<file path="config.mk">
export PLATFORM = sky130hd
export DESIGN_NAME = imm_gen_pipe_flat
export DESIGN_NICKNAME = d
export VERILOG_FILES = /design/src/rtl/imm_gen_pkg.sv /design/src/rtl/imm_gen_pipe_if.sv /design/src/rtl/imm_decode.sv /design/src/rtl/imm_gen_pipe.sv /design/src/flat_wrapper.sv
export SDC_FILE = /design/constraint.sdc
export NUM_CORES = 1
export LEC_CHECK = 0
export BUFFER_PORTS_ARGS = -buffer_cell sky130_fd_sc_hd__buf_2
export CAP_MARGIN = 20
export CORE_MARGIN = 4
export CORE_UTILIZATION = 56
export CTS_CLUSTER_DIAMETER = 200
export DETAILED_ROUTE_END_ITERATION = 10
export GPL_ROUTABILITY_DRIVEN = 0
export GPL_TIMING_DRIVEN = 0
export PLACE_DENSITY = 0.86
export SYNTH_ARGS = -nofsm -noshare
export SYNTH_HDL_FRONTEND = slang
export SYNTH_SLANG_ARGS = --single-unit
</file>
<file path="constraint.sdc">
create_clock -name clk -period 12.8 [get_ports clk]
set_input_delay 3.84 -clock clk [delete_from_list [all_inputs] [get_ports clk]]
set_output_delay 3.84 -clock clk [all_outputs]
set_load 0.03 [all_outputs]
</file>
<file path="src/rtl/imm_gen_pkg.sv">
// Shared types and opcode constants for the decode-stage immediate generator.
package imm_gen_pkg;

   localparam int XLEN_MAX = 64;

   typedef enum logic [2:0] {
      IMM_NONE = 3'd0,
      IMM_I    = 3'd1,
      IMM_S    = 3'd2,
      IMM_B    = 3'd3,
      IMM_U    = 3'd4,
      IMM_J    = 3'd5
   } imm_type_e;

   localparam logic [6:0] OP_IMM    = 7'b0010011;
   localparam logic [6:0] OP_LOAD   = 7'b0000011;
   localparam logic [6:0] OP_JALR   = 7'b1100111;
   localparam logic [6:0] OP_SYSTEM = 7'b1110011;
   localparam logic [6:0] OP_IMM32  = 7'b0011011;
   localparam logic [6:0] OP_STORE  = 7'b0100011;
   localparam logic [6:0] OP_BRANCH = 7'b1100011;
   localparam logic [6:0] OP_LUI    = 7'b0110111;
   localparam logic [6:0] OP_AUIPC  = 7'b0010111;
   localparam logic [6:0] OP_JAL    = 7'b1101111;
   localparam logic [6:0] OP_REG    = 7'b0110011;
   localparam logic [6:0] OP_REG32  = 7'b0111011;
   localparam logic [6:0] OP_FENCE  = 7'b0001111;

   // Sized for the widest datapath; narrower builds zero the upper bits.
   typedef struct packed {
      imm_type_e             immType;
      logic [XLEN_MAX-1:0]   imm;
      logic [XLEN_MAX-1:0]   target;
      logic                  isShamt;
      logic                  illegal;
   } imm_res_t;

endpackage

</file>
<file path="src/rtl/imm_gen_pipe_if.sv">
// Handshake and result bus between the fetch side, the immediate stage and its consumer.
interface imm_gen_pipe_if #(
   parameter int XLEN = 32
);
   import imm_gen_pkg::*;

   logic             in_valid;
   logic             in_ready;
   logic [31:0]      in_instr;
   logic [XLEN-1:0]  in_pc;
   logic             out_valid;
   logic             out_ready;
   imm_type_e        out_type;
   logic [XLEN-1:0]  out_imm;
   logic [XLEN-1:0]  out_target;
   logic             out_is_shamt;
   logic             out_illegal;

   modport master (
      output in_valid, in_instr, in_pc, out_ready,
      input  in_ready, out_valid, out_type, out_imm, out_target, out_is_shamt, out_illegal
   );

   modport slave (
      input  in_valid, in_instr, in_pc, out_ready,
      output in_ready, out_valid, out_type, out_imm, out_target, out_is_shamt, out_illegal
   );

endinterface

</file>
<file path="src/rtl/imm_decode.sv">
// Combinational opcode classifier and immediate/target extractor for one instruction.
module imm_decode
   import imm_gen_pkg::*;
#(
   parameter int XLEN    = 32,
   parameter int SHAMT_W = $clog2(XLEN)
) (
   input  logic [31:0]      instr_i,
   input  logic [XLEN-1:0]  pc_i,
   output imm_res_t         res_o
);

   logic [6:0]       opcode;
   logic [2:0]       funct3;
   imm_type_e        immType;
   logic [XLEN-1:0]  immX;
   logic [XLEN-1:0]  tgtX;
   logic             isShamt;
   logic             illegal;
   logic             pcRel;

   assign opcode = instr_i[6:0];
   assign funct3 = instr_i[14:12];

   // Signed casts widen each raw field with its top bit as the sign.
   always_comb begin
      immType = IMM_NONE;
      immX    = '0;
      isShamt = 1'b0;
      illegal = 1'b0;
      pcRel   = 1'b0;
      case (opcode)
         OP_IMM, OP_IMM32: begin
            immType = IMM_I;
            if (funct3 == 3'b001 || funct3 == 3'b101) begin
               isShamt = 1'b1;
               if (opcode == OP_IMM32) immX = XLEN'(instr_i[24:20]);
               else                    immX = XLEN'(instr_i[20 +: SHAMT_W]);
            end else begin
               immX = XLEN'($signed(instr_i[31:20]));
            end
         end
         OP_LOAD, OP_JALR, OP_SYSTEM: begin
            immType = IMM_I;
            immX    = XLEN'($signed(instr_i[31:20]));
         end
         OP_STORE: begin
            immType = IMM_S;
            immX    = XLEN'($signed({instr_i[31:25], instr_i[11:7]}));
         end
         OP_BRANCH: begin
            immType = IMM_B;
            pcRel   = 1'b1;
            immX    = XLEN'($signed({instr_i[31], instr_i[7], instr_i[30:25], instr_i[11:8], 1'b0}));
         end
         OP_LUI, OP_AUIPC: begin
            immType = IMM_U;
            pcRel   = (opcode == OP_AUIPC);
            immX    = XLEN'($signed({instr_i[31:12], 12'b0}));
         end
         OP_JAL: begin
            immType = IMM_J;
            pcRel   = 1'b1;
            immX    = XLEN'($signed({instr_i[31], instr_i[19:12], instr_i[20], instr_i[30:21], 1'b0}));
         end
         OP_REG, OP_REG32, OP_FENCE: begin
            immType = IMM_NONE;
         end
         default: begin
            illegal = 1'b1;
         end
      endcase
   end

   assign tgtX = pcRel ? (pc_i + immX) : '0;

   always_comb begin
      res_o         = '0;
      res_o.immType = immType;
      res_o.imm     = XLEN_MAX'(immX);
      res_o.target  = XLEN_MAX'(tgtX);
      res_o.isShamt = isShamt;
      res_o.illegal = illegal;
   end

endmodule

</file>
<file path="src/rtl/imm_gen_pipe.sv">
// Registered immediate-generator stage with valid/ready on both sides and flush.
// Define IMM_GEN_PIPE_SKID_EN to add a skid entry so in_ready comes straight from a flop.
module imm_gen_pipe
   import imm_gen_pkg::*;
#(
   parameter int XLEN    = 32,
   parameter int SHAMT_W = $clog2(XLEN)
) (
   input  logic           clk,
   input  logic           rst,
   input  logic           flush,
   imm_gen_pipe_if.slave  bus
);

   imm_res_t  decRes;
   imm_res_t  outRes_q, outRes_d;
   logic      outValid_q, outValid_d;
   logic      accept;

   imm_decode #(
      .XLEN    (XLEN),
      .SHAMT_W (SHAMT_W)
   ) uDecode (
      .instr_i (bus.in_instr),
      .pc_i    (bus.in_pc),
      .res_o   (decRes)
   );

   assign accept = bus.in_valid && bus.in_ready;

`ifdef IMM_GEN_PIPE_SKID_EN
   imm_res_t  skidRes_q, skidRes_d;
   logic      skidValid_q, skidValid_d;

   assign bus.in_ready = !skidValid_q;

   // A full skid blocks input, so skid drains into out before anything new lands there.
   always_comb begin
      outValid_d  = outValid_q;
      outRes_d    = outRes_q;
      skidValid_d = skidValid_q;
      skidRes_d   = skidRes_q;
      if (skidValid_q) begin
         if (bus.out_ready) begin
            outRes_d    = skidRes_q;
            skidValid_d = 1'b0;
         end
      end else if (accept) begin
         if (!outValid_q || bus.out_ready) begin
            outValid_d = 1'b1;
            outRes_d   = decRes;
         end else begin
            skidValid_d = 1'b1;
            skidRes_d   = decRes;
         end
      end else if (bus.out_ready) begin
         outValid_d = 1'b0;
      end
      if (flush) begin
         outValid_d  = 1'b0;
         skidValid_d = 1'b0;
      end
   end

   always_ff @(posedge clk) begin
      if (rst) begin
         outValid_q  <= 1'b0;
         outRes_q    <= '0;
         skidValid_q <= 1'b0;
         skidRes_q   <= '0;
      end else begin
         outValid_q  <= outValid_d;
         outRes_q    <= outRes_d;
         skidValid_q <= skidValid_d;
         skidRes_q   <= skidRes_d;
      end
   end
`else
   assign bus.in_ready = !outValid_q || bus.out_ready;

   always_comb begin
      outValid_d = outValid_q;
      outRes_d   = outRes_q;
      if (accept) begin
         outValid_d = 1'b1;
         outRes_d   = decRes;
      end else if (bus.out_ready) begin
         outValid_d = 1'b0;
      end
      if (flush) outValid_d = 1'b0;
   end

   always_ff @(posedge clk) begin
      if (rst) begin
         outValid_q <= 1'b0;
         outRes_q   <= '0;
      end else begin
         outValid_q <= outValid_d;
         outRes_q   <= outRes_d;
      end
   end
`endif

   assign bus.out_valid    = outValid_q;
   assign bus.out_type     = outRes_q.immType;
   assign bus.out_imm      = outRes_q.imm[XLEN-1:0];
   assign bus.out_target   = outRes_q.target[XLEN-1:0];
   assign bus.out_is_shamt = outRes_q.isShamt;
   assign bus.out_illegal  = outRes_q.illegal;

   if (XLEN < XLEN_MAX) begin : gNarrow
      logic unusedHigh;
      assign unusedHigh = ^{outRes_q.imm[XLEN_MAX-1:XLEN], outRes_q.target[XLEN_MAX-1:XLEN]};
   end

endmodule

</file>
<file path="src/flat_wrapper.sv">
// flat-port wrapper written by rule: the top's interface ports become plain ports
module imm_gen_pipe_flat import imm_gen_pkg::*;
#(
   parameter int XLEN    = 32,
   parameter int SHAMT_W = $clog2(XLEN)
)
  (clk, rst, flush, bus_in_valid, bus_in_instr, bus_in_pc, bus_out_ready, bus_in_ready, bus_out_valid, bus_out_type, bus_out_imm, bus_out_target, bus_out_is_shamt, bus_out_illegal);
  imm_gen_pipe_if #(.XLEN(XLEN)) bus_i ();
  input  logic clk;
  input  logic rst;
  input  logic flush;
  input wire logic [$bits(bus_i.in_valid)-1:0] bus_in_valid;
  input wire logic [$bits(bus_i.in_instr)-1:0] bus_in_instr;
  input wire logic [$bits(bus_i.in_pc)-1:0] bus_in_pc;
  input wire logic [$bits(bus_i.out_ready)-1:0] bus_out_ready;
  output wire logic [$bits(bus_i.in_ready)-1:0] bus_in_ready;
  output wire logic [$bits(bus_i.out_valid)-1:0] bus_out_valid;
  output wire logic [$bits(bus_i.out_type)-1:0] bus_out_type;
  output wire logic [$bits(bus_i.out_imm)-1:0] bus_out_imm;
  output wire logic [$bits(bus_i.out_target)-1:0] bus_out_target;
  output wire logic [$bits(bus_i.out_is_shamt)-1:0] bus_out_is_shamt;
  output wire logic [$bits(bus_i.out_illegal)-1:0] bus_out_illegal;
  assign bus_i.in_valid = bus_in_valid;
  assign bus_i.in_instr = bus_in_instr;
  assign bus_i.in_pc = bus_in_pc;
  assign bus_i.out_ready = bus_out_ready;
  assign bus_in_ready = bus_i.in_ready;
  assign bus_out_valid = bus_i.out_valid;
  assign bus_out_type = bus_i.out_type;
  assign bus_out_imm = bus_i.out_imm;
  assign bus_out_target = bus_i.out_target;
  assign bus_out_is_shamt = bus_i.out_is_shamt;
  assign bus_out_illegal = bus_i.out_illegal;
  imm_gen_pipe #(.XLEN(XLEN), .SHAMT_W(SHAMT_W)) u_core (.clk(clk), .rst(rst), .flush(flush), .bus(bus_i));
endmodule
</file>
After elaboration in Yosys (flattened, before gate mapping)
Cells that the tools add are included.
{"block": "op_classes", "n_reduce_logical": 12, "n_eq_ne": 15, "addsub": 1, "muxes": 10}
{"op": "32-bit one-hot mux with 6 select lines", "n": 1}
{"op": "32-bit 2-to-1 mux", "n": 2}
{"op": "32-bit adder", "n": 1}
{"op": "7-bit by 6-bit equality test with 1-bit output (second input constant)", "n": 4}
{"op": "7-bit equality test (second input constant)", "n": 4}
{"op": "7-bit by 5-bit equality test with 1-bit output (second input constant)", "n": 3}
{"op": "3-bit one-hot mux with 5 select lines", "n": 1}
{"op": "13-bit OR reduction", "n": 1}
{"op": "2-bit OR reduction", "n": 4}
{"op": "7-bit by 2-bit equality test with 1-bit output (second input constant)", "n": 1}
{"op": "7-bit by 4-bit equality test with 1-bit output (second input constant)", "n": 1}
{"op": "1-bit 2-to-1 mux", "n": 5}
{"op": "5-bit OR reduction", "n": 1}
{"op": "3-bit by 1-bit equality test with 1-bit output (second input constant)", "n": 1}
{"op": "3-bit equality test (second input constant)", "n": 1}
{"op": "3-bit OR reduction", "n": 1}
{"op": "1-bit logical OR", "n": 2}
{"op": "1-bit one-hot mux with 2 select lines", "n": 1}
{"op": "2-bit nonzero test", "n": 1}
{"op": "1-bit logical AND", "n": 1}
{"op": "1-bit logical NOT", "n": 1}
{"block": "word_totals", "in_bits": 69, "out_inout_bits": 71, "register_bits": 70}

Longest topological paths before layout
Gate-level depths: netlist of the first run.
{"block": "logic_depth", "word_depth": 6, "depth_mapped": 18, "mapped_depth_nobuf": 15}

Hierarchy
Synthesis of the first run repeated with hierarchy kept, for this count alone.
{"block": "unflattened", "hier_cells": 743, "area_unflattened_um2": 5969.5}
{"module": "imm_gen_pipe", "instances": 1, "cells_per_inst": 319, "seq_area_each_um2": 1401.3, "area_per_inst_um2": 3080.5}
{"module": "imm_decode", "instances": 1, "cells_per_inst": 424, "seq_area_each_um2": 0.0, "area_per_inst_um2": 2889.0}

Worst setup path before layout of the first run
No wires, ideal clock.
{"block": "synth_timing", "path_kind": "input to output", "startpoint": "in bus_out_ready", "endpoint": "out bus_in_ready", "t_arrival_ps": 4161, "setup_slack_ps": 4799, "t_required_ps": 8960, "path_stages": 1, "cell_sequence": "nand2b_1"}
{"block": "synth_via", "elab_chain_len": 1}
{"element": "from (decl)", "line": "flat_wrapper.sv:15", "text": "input wire logic [$bits(bus_i.out_ready)-1:0] bus_out_ready;"}
{"element": "1-bit logical OR", "line": "imm_gen_pipe.sv:79", "text": "assign bus.in_ready = !outValid_q || bus.out_ready;"}
{"element": "to (decl)", "line": "flat_wrapper.sv:16", "text": "output wire logic [$bits(bus_i.in_ready)-1:0] bus_in_ready;"}
Every way passes these cells.

Worst setup path in the final report of the first run
Same ends and word-level chain as after synthesis.

==> flow_summary.json, run 1 <==
{
  "status": "completed",
  "cts_setup_buffers": 0,
  "first_pass_iters": 7,
  "p_int_uw": 380,
  "wire_per_inst_um": 18.3,
  "grt_pass1_vias": 5039,
  "preCtsSetupSlack_ns": 4.39,
  "drt_wl_total_mm": 15.6,
  "h-tree-depth": 3,
  "path_common_cell": "buf_2",
  "worstPathCellList": "buf_2, nand2b_1, buf_2",
  "syn_avg_cell_area_sq_um": 7.82,
  "clockPowerShare_pct": 36.7,
  "drc_errors": 0,
  "ant_nets": 0,
  "start_util_pct": 58.8,
  "p_per_area_nw_per_um2": 96.1,
  "path_max_fanout": 5,
  "ys.flop_type": "dfxtp_1",
  "cp.required_ns": 8.96,
  "fmax_ghz": 0.122,
  "setup_viol": 0,
  "peakVddDrop_v": 0.0000672,
  "core_area_sq_um": 7890,
  "combPwrFrac_pct": 21.5,
  "path_clk_slew_ns": 0.07,
  "hold_slack_ns": 0.457,
  "cts.sinks": 70,
  "maxCapViolCount": 0,
  "fin_util_pct": 71.9,
  "drt-initial-drc-count": 377,
  "critPathBufInv": 2,
  "clockBufferDepth": 2,
  "drv_slew": 0,
  "swShare_pct": 30.3,
  "insertion_delay_ns": 0.35,
  "synth-warning-count": 0,
  "cts_tree": "yes",
  "cp-start-kind": "input pin",
  "viasPerCell": 6.35,
  "crit_path_top_delay_cell": "buf_2",
  "path_delay_family": "buffers and inverters",
  "multi_input_area_sq_um": 3050,
  "grt_max_degree": 12,
  "worst_pin_slew_ns": 0.882,
  "hold_path_depth": 2,
  "n_antenna_cell": 0,
  "die_h_um": 99.0,
  "layout_commonest_cell": "buf_2",
  "numPortBuffers": 138,
  "yosysSeqAreaShare_pct": 30.2,
  "total_power_uw": 545,
  "fin_skew_ns": 0.00908,
  "synth_area_sq_um": 4640,
  "critical_path_depth": 3,
  "synthArstFlopShare_pct": 0,
  "fillers": 636,
  "leakagePower_nw": 2.75,
  "grt.overflow.total": 0,
  "synth_edf_count": 0,
  "cts_root_buf": "clkbuf_8",
  "dieArea_sq_um": 9800,
  "fin_crit_sh_pct": 63.8,
  "fin_setup_tns_ns": 0,
  "hpwl_mm": 12.1,
  "design_area_sq_um": 5670,
  "reg2reg_depth": 7,
  "arrival_ns": 4.33,
  "critPathKind": "in2out",
  "cts_hold_buf": 0,
  "p_switching_uw": 165,
  "yosysUniqueCellTypes": 63,
  "dpl-instance-area_sq_um": 5460,
  "vias": 5394,
  "dpl.cell_count": 833,
  "relSlewSlack_pct": 41.0,
  "cts_buffers": 9,
  "instances_no_fill": 849,
  "fin_crit_ns": 8.17,
  "ys_ff_latch": 70,
  "grtUsageTotal_pct": 30.5,
  "grt_pass1_wl_mm": 24.3,
  "max_stage_delay_ns": 0.20,
  "antenna_found_initial": 0,
  "hp-class": "reg2reg",
  "drive_above_1_share_pct": 22.6,
  "postSynthCellCount": 593,
  "rows": 32,
  "syn_nets": 694,
  "p_seq_share_pct": 41.8,
  "pin_count": 140,
  "crit_path_end_kind": "primary output",
  "die_x_um": 99.0,
  "rsz0062_at_grt": "false",
  "fin_nets": 843,
  "regArea_sq_um": 1400,
  "cts_resized": 0,
  "syn_to_final_growth_pct": 22.3,
  "fin_ws_ns": 4.63,
  "hold_violations": 0,
  "mostFrequentLayoutCells": "buf_2, nand2_1, dfxtp_1"
}
[worst register-to-register path: stages, from the launching register on]
cell	delay, ns
dfxtp_1	0.34
nand2b_1	0.12
and2_1	0.18
clkbuf_1	0.13
nor2_1	0.68
clkbuf_1	0.46
nand2_1	0.11
o21ai_0	0.10
[path summary, 6_finish.rpt]
check / startpoint / slack, ns / end
setup reg to reg: u_core.bus.out_valid / 10.60 / u_core.bus.out_target[16]
hold reg to reg: u_core.bus.out_target[13] / 0.46 / u_core.bus.out_target[13]
hold / removal: u_core.bus.out_target[13] / 0.46 / u_core.bus.out_target[13]
setup / recovery: bus_out_ready / 4.63 / bus_in_ready
[Yosys cell counts, types with 2 or more instances]
master	n	area, sq um
a211o_1	4	35.0
a211oi_1	20	150
a21o_1	21	158
a21oi_1	40	200
a21oi_2	3	26.3
a221oi_1	5	43.8
a22o_1	5	43.8
a22oi_1	12	90.1
a311oi_1	13	114
a31o_2	2	17.5
a31oi_1	6	37.5
a32o_1	5	50.1
and2_1	11	68.8
and3_1	11	68.8
buf_1	4	15.0
buf_2	4	20.0
clkbuf_1	27	101
dfxtp_1	70	1400
ha_1	31	388
inv_1	13	48.8
nand2_1	70	263
nand2b_1	4	25.0
nand3_1	15	75.1
nand4_1	6	37.5
nor2_1	59	221
nor3_1	18	90.1
nor4_1	2	12.5
o211ai_1	2	15.0
o21a_1	9	67.6
o21ai_0	31	155
o21bai_1	6	45.0
o22ai_1	2	12.5
o311a_1	2	20.0
or2_2	2	12.5
or3_1	9	56.3
or4b_1	2	20.0
xnor2_1	14	123
xor2_1	8	70.1
[cell type report]
type	instances	area share, %
inverter	13	0.860
timing repair buffer	138	12.2
clock buffer	12	2.56
buffer	35	2.40
sequential	70	24.7
tap	102	2.25
multi-input combinational	475	53.8
clock inverter	4	1.24
[power by group through the flow]
| stage | combinational, mW | sequential (mW) | clock (mW) |
|---|---|---|---|
| 2_1_floorplan | 0.0618 | 0.245 | 0 |
| 3_3_place_gp | 0.110 | 0.233 | 0 |
| 3_5_place_dp | 0.114 | 0.233 | 0 |
| 4_1_cts | 0.115 | 0.228 | 0.201 |
| 5_1_grt | 0.126 | 0.228 | 0.210 |
| 6_report | 0.117 | 0.228 | 0.200 |
[state kept, by name, indices dropped and copies added, names as in the netlist]
signal and count:
u_core.bus.out_is_shamt 1, u_core.bus.out_type 3, u_core.bus.out_valid 1, u_core.bus.out_target 32, u_core.bus.out_imm 32, u_core.bus.out_illegal 1
[metal layers]
layer | vias to the layer above | share of wire, % | GRT usage (%)
li1 | 2504 | - | -
met1 | 2455 | 39 | 37.8
met2 | 377 | 47 | 51.0
met3 | 58 | 10 | 5.10
met4 | 0 | 4.1 | 14.7
met5 | - | 0 | 0
[cells by family after synthesis]
| kind of cell | Yosys count | synth area share (%) |
|---|---|---|
| simple gates | 221 | 22.9 |
| compound gates | 200 | 29.9 |
| flops | 70 | 30.2 |
| buf+inv | 48 | 3.99 |
| fa+ha+maj | 32 | 8.79 |
| xor+xnor | 22 | 4.15 |
Power figures use the tool's default switching activity.
==> run 2: changes to the inputs <==
- CORE_UTILIZATION: 56 -> 47
- PLACE_DENSITY: 0.86 -> 0.77
- clock period: 12.8 -> 7.37 ns (I/O delays scaled with it)
==> run 2 against run 1 <==
Against the previous run:
- clock power is 80% higher
- die area rose by 18%
- combinational power increased by 74%
==> flow_summary.json, run 2 (same netlist as run 1, synthesis figures left out) <==
{
  "status": "completed",
  "numPortBuffers": 138,
  "pin_count": 140,
  "reg2reg_to": "u_core.bus.out_target[12]",
  "cts_resized": 0,
  "cts.sinks": 70,
  "die_h_um": 107,
  "design_area_sq_um": 5710,
  "wire_per_inst_um": 18.1,
  "rrSetupSlack_ns": 5.28,
  "hp-class": "reg2reg",
  "p_per_area_nw_per_um2": 168,
  "core_area_sq_um": 9420,
  "fin_skew_ns": 0.0103,
  "drc_errors": 0,
  "path_max_fanout": 10,
  "viasPerCell": 6.04,
  "grt_pass1_vias": 4821,
  "cts_setup_buffers": 0,
  "hpwl_mm": 12.4,
  "hold_path_depth": 2,
  "insertion_delay_ns": 0.36,
  "peakVddDrop_v": 0.000103,
  "ant_nets": 0,
  "crit_path_end_kind": "flip-flop",
  "cp-start-kind": "input pin",
  "first_pass_iters": 5,
  "arrival_ns": 6.65,
  "regToRegStartpoint": "u_core.bus.out_valid",
  "grtUsageTotal_pct": 26.5,
  "mostFrequentLayoutCells": "buf_2, nand2_1, dfxtp_1",
  "fin_ws_ns": 0.973,
  "leakagePower_nw": 2.75,
  "rsz0062_at_grt": "false",
  "drv_slew": 0,
  "hold_violations": 0,
  "min_from": "u_core.bus.out_type[1]",
  "fin_crit_sh_pct": 86.8,
  "drive_above_1_share_pct": 22.8,
  "worst_pin_slew_ns": 0.814,
  "fmax_ghz": 0.156,
  "drt-initial-drc-count": 368,
  "vias": 5292,
  "grt.overflow.total": 0,
  "maxCapViolCount": 0,
  "dieArea_sq_um": 11500,
  "grt_pass1_wl_mm": 24.4,
  "clockBufferDepth": 2,
  "cts_hold_buf": 0,
  "cp.required_ns": 7.63,
  "path_clk_slew_ns": 0.08,
  "grt_max_degree": 13,
  "fin_crit_ns": 6.40,
  "reg2reg_depth": 7,
  "relSlewSlack_pct": 45.5,
  "preCtsSetupSlack_ns": 0.670,
  "fin_util_pct": 60.7,
  "worstHoldEndpoint": "u_core.bus.out_type[1]",
  "dpl-instance-area_sq_um": 5490,
  "setup_viol": 0,
  "critPathKind": "in2reg",
  "cts_buffers": 9,
  "syn_to_final_growth_pct": 23.2,
  "antenna_found_initial": 0,
  "cts_tree": "yes",
  "rows": 35,
  "drt_wl_total_mm": 15.9,
  "start_util_pct": 49.3,
  "h-tree-depth": 3,
  "die_x_um": 107,
  "fin_setup_tns_ns": 0,
  "n_antenna_cell": 0,
  "cts_root_buf": "clkbuf_8",
  "fin_nets": 843,
  "layout_commonest_cell": "buf_2"
}
-- run 2: changes by cell type in the layout (fill, tap and decap cells not counted) --
cell / before / now
clkbuf_1: 29 / 28
clkinv_2: 2 / 1
clkinv_4: 0 / 2
-- run 2: where the power goes --
group	internal, mW	total (mW)	switching, mW	leakage, nW
clock network	0.201	0.359	0.158	0.113
logic	0.0713	0.203	0.132	2.07
registers	0.389	0.396	0.00659	0.569
-- run 2: per-stage QoR --
stage / cells / hold slack (ns) / power, mW
final: 876 / 0.455 / 0.957
after global routing: 876 / 0.470 / 0.995
after CTS: 876 / 0.456 / 0.957
after detailed placement: 860 / 0.443 / 0.603
after global placement: 860 / 0.435 / 0.597
after floorplan: 593 / 0.580 / 0.532
-- run 2: worst max path at each step --
stage	from	end	slack, ns	cells past startpoint
floorplan	bus_in_instr[6]	u_core.bus.out_target[27]	1.46	16
global placement	bus_in_instr[6]	u_core.bus.out_target[30]	0.67	17
detailed placement	bus_in_instr[6]	u_core.bus.out_target[30]	0.67	17
CTS	bus_in_instr[6]	u_core.bus.out_target[30]	1.01	17
global route	bus_in_instr[6]	u_core.bus.out_target[30]	0.76	17
finish	bus_in_instr[6]	u_core.bus.out_target[30]	0.97	17
-- run 2: critical path, stage by stage --
cell and delay (ns):
buf_2 0.10, buf_2 0.17, and3b_2 0.22, a211o_1 0.28
a21oi_2 0.23, nor2_1 0.10, or3_1 0.43, clkbuf_1 0.24
and2_1 0.23, ha_1 0.37, nand4_1 0.13, or2_2 0.33
o211ai_1 0.33, a21oi_2 0.20, a2111oi_0 0.63, o21ai_0 0.16
a32o_1 0.28
-- run 2: layout make-up --
class | count | area (sq um)
Buffer | 35 | 136
Clock buffer | 11 | 141
Clock inverter | 5 | 82.6
Fill cell | 866 | 3700
Inverter | 13 | 48.8
Multi-Input combinational cell | 475 | 3050
Sequential cell | 70 | 1400
Tap cell | 129 | 161
Timing Repair Buffer | 138 | 691
-- run 2: per-layer routing --
metal / share of wire [%] / GRT usage, % / wire (um)
met5: 0 / 0 / 0
met4: 3.7 / 11.0 / 583
met3: 8.8 / 4.32 / 1400
met2: 45 / 44.0 / 7190
met1: 42 / 34.0 / 6680
